`src/rtl/sdram_access_unit_pkg.sv`:
```
// Shared image geometry, SDRAM access FSM encoding and width helper
// for the SDRAM access datapath.
package sdram_access_unit_pkg;

  localparam int unsigned IMG_W_DEF    = 640;
  localparam int unsigned IMG_H_DEF    = 480;
  localparam int unsigned ADDR_W_DEF   = 24;
  localparam int unsigned DATA_W_DEF   = 8;
  localparam int unsigned IN_BASE_DEF  = 0;
  localparam int unsigned OUT_BASE_DEF = IMG_W_DEF * IMG_H_DEF;

  typedef enum logic [1:0] {
    IDLE    = 2'd0,
    RD_REQ  = 2'd1,
    WR_REQ  = 2'd2,
    RD_DONE = 2'd3
  } sdram_state_t;

  // Bits needed to hold 0..max (at least one bit).
  function automatic int unsigned cnt_w(input int unsigned max);
    return (max > 0) ? $clog2(max + 1) : 1;
  endfunction

endpackage

```
`src/rtl/sdram_access_unit_idx_counter.sv`:
```
// Pixel index counter: counts 0..MAX on en, wraps to 0 when enabled at MAX.
module idx_counter
  import sdram_access_unit_pkg::*;
#(
  parameter int unsigned MAX = 1,
  localparam int unsigned W  = cnt_w(MAX)
) (
  input  logic         clk,
  input  logic         rst,
  input  logic         en,
  input  logic         clr,
  output logic [W-1:0] count,
  output logic         rollover
);

  assign rollover = (count == W'(MAX));

  always_ff @(posedge clk) begin
    if (rst || clr) begin
      count <= '0;
    end else if (en) begin
      count <= rollover ? '0 : count + W'(1);
    end
  end

endmodule

```
`src/rtl/sdram_access_unit.sv`:
```
// Pixel counters, SDRAM address generation and request/ack handshake
// with the SDRAM controller on behalf of the control unit.
module sdram_access_unit
  import sdram_access_unit_pkg::*;
#(
  parameter int unsigned IMG_W    = IMG_W_DEF,
  parameter int unsigned IMG_H    = IMG_H_DEF,
  parameter int unsigned ADDR_W   = ADDR_W_DEF,
  parameter int unsigned DATA_W   = DATA_W_DEF,
  parameter int unsigned IN_BASE  = IN_BASE_DEF,
  parameter int unsigned OUT_BASE = IMG_W * IMG_H
) (
  input  logic              clk,
  input  logic              rst,
  input  logic              start_flag,
  input  logic              enable_i,
  input  logic              enable_j,
  input  logic              enable_i_wr,
  input  logic              enable_addr_calc_sdram,
  input  logic              mode_addr_calc_sdram,
  input  logic              read_en_sdram,
  input  logic              write_en_sdram,
  input  logic [DATA_W-1:0] wr_pixel,
  output logic              rollover_i,
  output logic              rollover_j,
  output logic              rollover_i_wr,
  output logic              dataRead_sdram,
  output logic [DATA_W-1:0] rd_pixel,
  output logic              wr_done,
  output logic              busy,
  output logic              overrun_err,
  output logic              mem_req,
  output logic              mem_we,
  output logic [ADDR_W-1:0] mem_addr,
  output logic [DATA_W-1:0] mem_wdata,
  input  logic              mem_ack,
  input  logic [DATA_W-1:0] mem_rdata
);

  localparam int unsigned I_W  = cnt_w(IMG_W - 1);
  localparam int unsigned J_W  = cnt_w(IMG_H - 2);
  localparam int unsigned IW_W = cnt_w(IMG_W - 2);

  logic [I_W-1:0]  i_cnt;
  logic [J_W-1:0]  j_cnt;
  logic [IW_W-1:0] i_wr_cnt;

  idx_counter #(.MAX(IMG_W - 1)) u_cnt_i (
    .clk      (clk),
    .rst      (rst),
    .en       (enable_i),
    .clr      (start_flag),
    .count    (i_cnt),
    .rollover (rollover_i)
  );

  idx_counter #(.MAX(IMG_H - 2)) u_cnt_j (
    .clk      (clk),
    .rst      (rst),
    .en       (enable_j),
    .clr      (start_flag),
    .count    (j_cnt),
    .rollover (rollover_j)
  );

  idx_counter #(.MAX(IMG_W - 2)) u_cnt_i_wr (
    .clk      (clk),
    .rst      (rst),
    .en       (enable_i_wr),
    .clr      (start_flag),
    .count    (i_wr_cnt),
    .rollover (rollover_i_wr)
  );

  // Address arithmetic, all at ADDR_W width.
  logic [ADDR_W-1:0] rd_addr;
  logic [ADDR_W-1:0] rd_addr_c;
  logic [ADDR_W-1:0] wr_addr_c;

  assign rd_addr_c = ADDR_W'(IN_BASE)
                   + (ADDR_W'(j_cnt) + ADDR_W'(mode_addr_calc_sdram)) * ADDR_W'(IMG_W)
                   + ADDR_W'(i_cnt);
  assign wr_addr_c = ADDR_W'(OUT_BASE)
                   + ADDR_W'(j_cnt) * ADDR_W'(IMG_W - 1)
                   + ADDR_W'(i_wr_cnt);

  always_ff @(posedge clk) begin
    if (rst || start_flag) begin
      rd_addr <= '0;
    end else if (enable_addr_calc_sdram) begin
      rd_addr <= rd_addr_c;
    end
  end

  sdram_state_t      state_q;
  sdram_state_t      state_d;
  logic              mem_req_d;
  logic              mem_we_d;
  logic [ADDR_W-1:0] mem_addr_d;
  logic [DATA_W-1:0] mem_wdata_d;
  logic [DATA_W-1:0] rd_pixel_d;
  logic              data_read_d;
  logic              wr_done_d;
  logic              busy_d;
  logic              overrun_d;
  logic              any_req;

  assign any_req = read_en_sdram || write_en_sdram;

  // State and registered outputs.
  always_ff @(posedge clk) begin
    if (rst) begin
      state_q        <= IDLE;
      mem_req        <= 1'b0;
      mem_we         <= 1'b0;
      mem_addr       <= '0;
      mem_wdata      <= '0;
      rd_pixel       <= '0;
      dataRead_sdram <= 1'b0;
      wr_done        <= 1'b0;
      busy           <= 1'b0;
      overrun_err    <= 1'b0;
    end else begin
      state_q        <= state_d;
      mem_req        <= mem_req_d;
      mem_we         <= mem_we_d;
      mem_addr       <= mem_addr_d;
      mem_wdata      <= mem_wdata_d;
      rd_pixel       <= rd_pixel_d;
      dataRead_sdram <= data_read_d;
      wr_done        <= wr_done_d;
      busy           <= busy_d;
      overrun_err    <= overrun_d;
    end
  end

  // Next state.
  always_comb begin
    state_d = state_q;
    case (state_q)
      IDLE: begin
        if (read_en_sdram) begin
          state_d = RD_REQ;
        end else if (write_en_sdram) begin
          state_d = WR_REQ;
        end
      end
      RD_REQ:  if (mem_ack) state_d = RD_DONE;
      WR_REQ:  if (mem_ack) state_d = IDLE;
      RD_DONE: state_d = IDLE;
      default: state_d = IDLE;
    endcase
  end

  // Next values of the registered outputs; read wins a same-cycle collision.
  always_comb begin
    mem_req_d   = 1'b0;
    mem_we_d    = 1'b0;
    mem_addr_d  = mem_addr;
    mem_wdata_d = mem_wdata;
    rd_pixel_d  = rd_pixel;
    data_read_d = 1'b0;
    wr_done_d   = 1'b0;
    busy_d      = (state_d != IDLE);
    overrun_d   = overrun_err;
    case (state_q)
      IDLE: begin
        if (read_en_sdram) begin
          mem_req_d  = 1'b1;
          mem_addr_d = rd_addr;
          if (write_en_sdram) overrun_d = 1'b1;
        end else if (write_en_sdram) begin
          mem_req_d   = 1'b1;
          mem_we_d    = 1'b1;
          mem_addr_d  = wr_addr_c;
          mem_wdata_d = wr_pixel;
        end
      end
      RD_REQ: begin
        if (mem_ack) begin
          rd_pixel_d = mem_rdata;
        end else begin
          mem_req_d = 1'b1;
        end
        if (any_req) overrun_d = 1'b1;
      end
      WR_REQ: begin
        if (mem_ack) begin
          wr_done_d = 1'b1;
        end else begin
          mem_req_d = 1'b1;
          mem_we_d  = 1'b1;
        end
        if (any_req) overrun_d = 1'b1;
      end
      RD_DONE: begin
        data_read_d = 1'b1;
        if (any_req) overrun_d = 1'b1;
      end
      default: ;
    endcase
    if (start_flag) overrun_d = 1'b0;
  end

endmodule

```
`config.mk`:
```
export PLATFORM = sky130hd
export DESIGN_NAME = sdram_access_unit
export DESIGN_NICKNAME = d
export VERILOG_FILES = /design/src/rtl/sdram_access_unit_pkg.sv /design/src/rtl/sdram_access_unit_idx_counter.sv /design/src/rtl/sdram_access_unit.sv
export SDC_FILE = /design/constraint.sdc
export NUM_CORES = 1
export LEC_CHECK = 0
export CAP_MARGIN = 15
export CORE_AREA = 10 10 121 123
export DETAILED_ROUTE_END_ITERATION = 8
export DIE_AREA = 0 0 131 133
export PLACE_DENSITY = 0.8
export REMOVE_ABC_BUFFERS = 1
export SLEW_MARGIN = 10
export SYNTH_ARGS = -nofsm -noshare
export SYNTH_HDL_FRONTEND = slang
export SYNTH_SLANG_ARGS = --single-unit
```
`constraint.sdc`:
```
create_clock -name clk -period 8 [get_ports clk]
set_clock_uncertainty 0.15 [all_clocks]
set_input_delay 0.8 -clock clk [delete_from_list [all_inputs] [get_ports clk]]
set_output_delay 0.8 -clock clk [all_outputs]
set_load 0.01 [all_outputs]
```
==> impl_metrics.env <==
export IMPL_slew_violations=0
export IMPL_post_synth_instance_area_um2=7040
export IMPL_yosys_cell_types_count=58
export IMPL_gp_congestion=0.891
export IMPL_wl_per_cell_um=15.9
export IMPL_dieArea_um2=17400
export IMPL_cts_post_setup_buffers_inserted=0
export IMPL_coreArea_um2=12400
export IMPL_synth_edf_count=0
export IMPL_worst_endpoint_required_ns=8.10
export IMPL_grt_start_max_net_pins=47
export IMPL_all_layer_global_routing_usage_pct=19.2
export IMPL_finish_net_count=1015
export IMPL_post_synth_cell_area_avg_um2=8.80
export IMPL_critPathArrivalTime_ns=5.80
export IMPL_grt_pass1_wl_mm=27.1
export IMPL_global_route_overflow_total=0
export IMPL_power_leakage_nw=3.75
export IMPL_clock_insertion_delay_worst_skew_ns=0.36
export IMPL_drt_wl_total_mm=16.4
export IMPL_root_buffer="clkbuf_16"
export IMPL_finalSetupViolations=0
export IMPL_clock_sinks=95
export IMPL_min_delay_src="mem_addr[3]$_SDFFE_PP0P_"
export IMPL_status="finished, final reports clean"
export IMPL_finalPower_mw=1.16
export IMPL_drv_max_cap_violation_count=0
export IMPL_starting_density_of_the_core_pct=57.0
export IMPL_tightest_slew_ns=0.853
export IMPL_final_min_period_over_clock_period_pct=71.3
export IMPL_nFillCells=1058
export IMPL_hold_path_end="mem_addr[3]$_SDFFE_PP0P_"
export IMPL_setup_slack_of_the_most_critical_reg_to_reg_path_ns=2.30
export IMPL_insertedDiodeCount=0
export IMPL_fp_dieH_um=133
export IMPL_post_place_cells=1020
export IMPL_worstHoldPathCells=2
export IMPL_final_antenna_net_count=0
export IMPL_final_layout_size_suffix_gt1_share_pct=4.63
export IMPL_worst_setup_sp_type="flip-flop"
export IMPL_final_total_negative_setup_slack_ns=0
export IMPL_chipWidth_um=131
export IMPL_top_cell_type_s_share_of_synthesized_area_pct=27.0
export IMPL_synth_ff_latch_count=95
export IMPL_period_minus_slack_ns=5.70
export IMPL_fmaxAchievable_mhz=175
export IMPL_critPathCaptureType="flip-flop"
export IMPL_via_count_of_the_first_global_routing_pass=5491
export IMPL_cts_hold_buffers_added=0
export IMPL_cts_repair_resized=0
export IMPL_portBuffers=72
export IMPL_detailedRoute_firstPassIterationCount=4
export IMPL_min_delay_path_class="reg2reg"
export IMPL_ios=76
export IMPL_ys_top_cells_by_area="dfxtp_1, ha_1, fa_1"
export IMPL_clk_transition_reported_paths_ns=0.07
export IMPL_vdd_drop_max_uv=89.5
export IMPL_synth_yosys_seq_area_share_pct=27.0
export IMPL_clock_tree_buffer_depth=2
export IMPL_grt_antenna_before_repair=0
export IMPL_synthesis_yosys_warnings=0
export IMPL_post_route_drc_count=0
export IMPL_tritoncts_num_buffers=9
export IMPL_timing_hold_ws_ns=0.302
export IMPL_r2r_start="u_cnt_j.count[3]$_SDFFE_PP0P_"
export IMPL_gate_count_after_technology_mapping=800
export IMPL_via_count=5591
export IMPL_synth_main_ff_cell="dfxtp_1"
export IMPL_setup_worst_path_start="u_cnt_j.count[3]$_SDFFE_PP0P_"
export IMPL_final_hold_vio_count=0
export IMPL_vias_per_cell=5.40
export IMPL_power_density_nw_per_um2=142
export IMPL_drt_iter0_drc=242
export IMPL_yosys_area_top_type="dfxtp_1"
export IMPL_cts_h_tree_depth=3
export IMPL_yosys_top_cells_count="dfxtp_1, ha_1, nor2_1, inv_1, nand2_1"
export IMPL_rsz0062_at_grt="no"
export IMPL_area_growth_syn_to_layout_pct=16.4
export IMPL_cp_max_fo=9
export IMPL_reg2regPathDepth=16
export IMPL_worstReg2RegEnd="mem_addr[18]$_SDFFE_PP0P_"
export IMPL_fraction_of_synthesis_flops_using_an_asynchronous_set_or_reset_pin_pct=0
export IMPL_layout_cells_non_filler=1036
export IMPL_maxSlewHeadroom_pct=42.9
export IMPL_row_count=41
export IMPL_worst_setup_path_type="reg2reg"
export IMPL_tritoncts_clock_tree="built"
export IMPL_dpl_hpwl_mm=12.7
layout by cell type, fill, tap and decap left out, types with 4 or more instances in the layout:
cell	instances
xor2_1	24
clkdlybuf4s50_1	72
and3_1	11
xnor2_1	40
nand3_1	19
a211oi_1	17
clkbuf_16	9
nand4_1	11
nor3_1	11
a21oi_1	48
dfxtp_1	95
o21bai_1	6
nor2_1	92
or2_2	5
inv_1	73
o21a_1	5
mux2i_1	19
fa_1	34
buf_4	5
nand2_1	64
nor2b_1	4
a21o_1	12
ha_1	95
nand2b_1	6
o21ai_0	26
critical path: stages, from the launching register on:
cell and delay [ns]:
dfxtp_1 0.44, fa_1 0.60, fa_1 0.58, inv_1 0.05, fa_1 0.47, inv_1 0.05
fa_1 0.52, inv_1 0.05, fa_1 0.50, inv_1 0.05, ha_1 0.38, a2111oi_2 0.41
o21ai_1 0.20, a31o_1 0.31, a311oi_2 0.34, xor2_1 0.11, a2111oi_1 0.37
registers in the layout, indices dropped and copies added (netlist names):
signal and cells:
u_cnt_j.count 9, overrun_err 1, rd_pixel 8, u_cnt_i_wr.count 10, dataRead_sdram 1, wr_done 1, mem_we 1, state_q 2
mem_req 1, rd_addr 21, mem_addr 21, u_cnt_i.count 10, busy 1, mem_wdata 8
cell type report:
type                            count  area, µm²  area share (%)
Multi-Input combinational cell    603       4750            57.9
Sequential cell                    95       1900            23.2
Timing Repair Buffer               77        758            9.25
Inverter                           73        274            3.34
Clock buffer                       10        229            2.79
Tap cell                          172        215            2.63
Clock inverter                      6       72.6           0.885
cell families (layout without fill, tap and decap cells):
group / after synthesis / in the layout / share of synthesized area, %
AO/OA/AOI/OAI: 141 / 141 / 13.2
XOR/XNOR: 65 / 65 / 8.19
adder cells (fa/ha/maj): 129 / 129 / 26.5
buffers and inverters: 104 / 166 / 5.74
flip-flops: 95 / 95 / 27.0
multiplexers: 21 / 21 / 3.02
other: 1 / 3 / 0.0533
AND/OR/NAND/NOR: 244 / 244 / 16.2
per-layer routing:
layer	vias up	part of all wire, %	GRT usage (%)
met5	-	0	0
met4	0	2.0	6.74
met3	22	6.0	3.76
met2	138	44	29.7
met1	2603	48	25.9
li1	2828	-	-
worst max path at each step:
stage                                           end  slack (ns)  depth (start not counted)
after floorplan           mem_addr[18]$_SDFFE_PP0P_        2.71                         16
after global placement    mem_addr[18]$_SDFFE_PP0P_        2.49                         16
after detailed placement  mem_addr[18]$_SDFFE_PP0P_        2.36                         16
after CTS                 mem_addr[18]$_SDFFE_PP0P_        2.35                         16
after global routing      mem_addr[18]$_SDFFE_PP0P_        2.09                         16
final                     mem_addr[18]$_SDFFE_PP0P_        2.30                         16
power by group:
group | internal, mW | switching [mW]
clock | 0.248 | 0.206
combinational | 0.0901 | 0.103
sequential | 0.498 | 0.0142
stage by stage:
step                util [%]  cell area, µm²  setup WS (ns)
floorplan                  -            6920           2.71
global placement        63.9            7900           2.49
detailed placement      63.9            7900           2.36
CTS                     66.3            8200           2.35
global route            66.3            8200           2.09
finish                  66.3            8200           2.30
(Power assumes the default switching activity.)
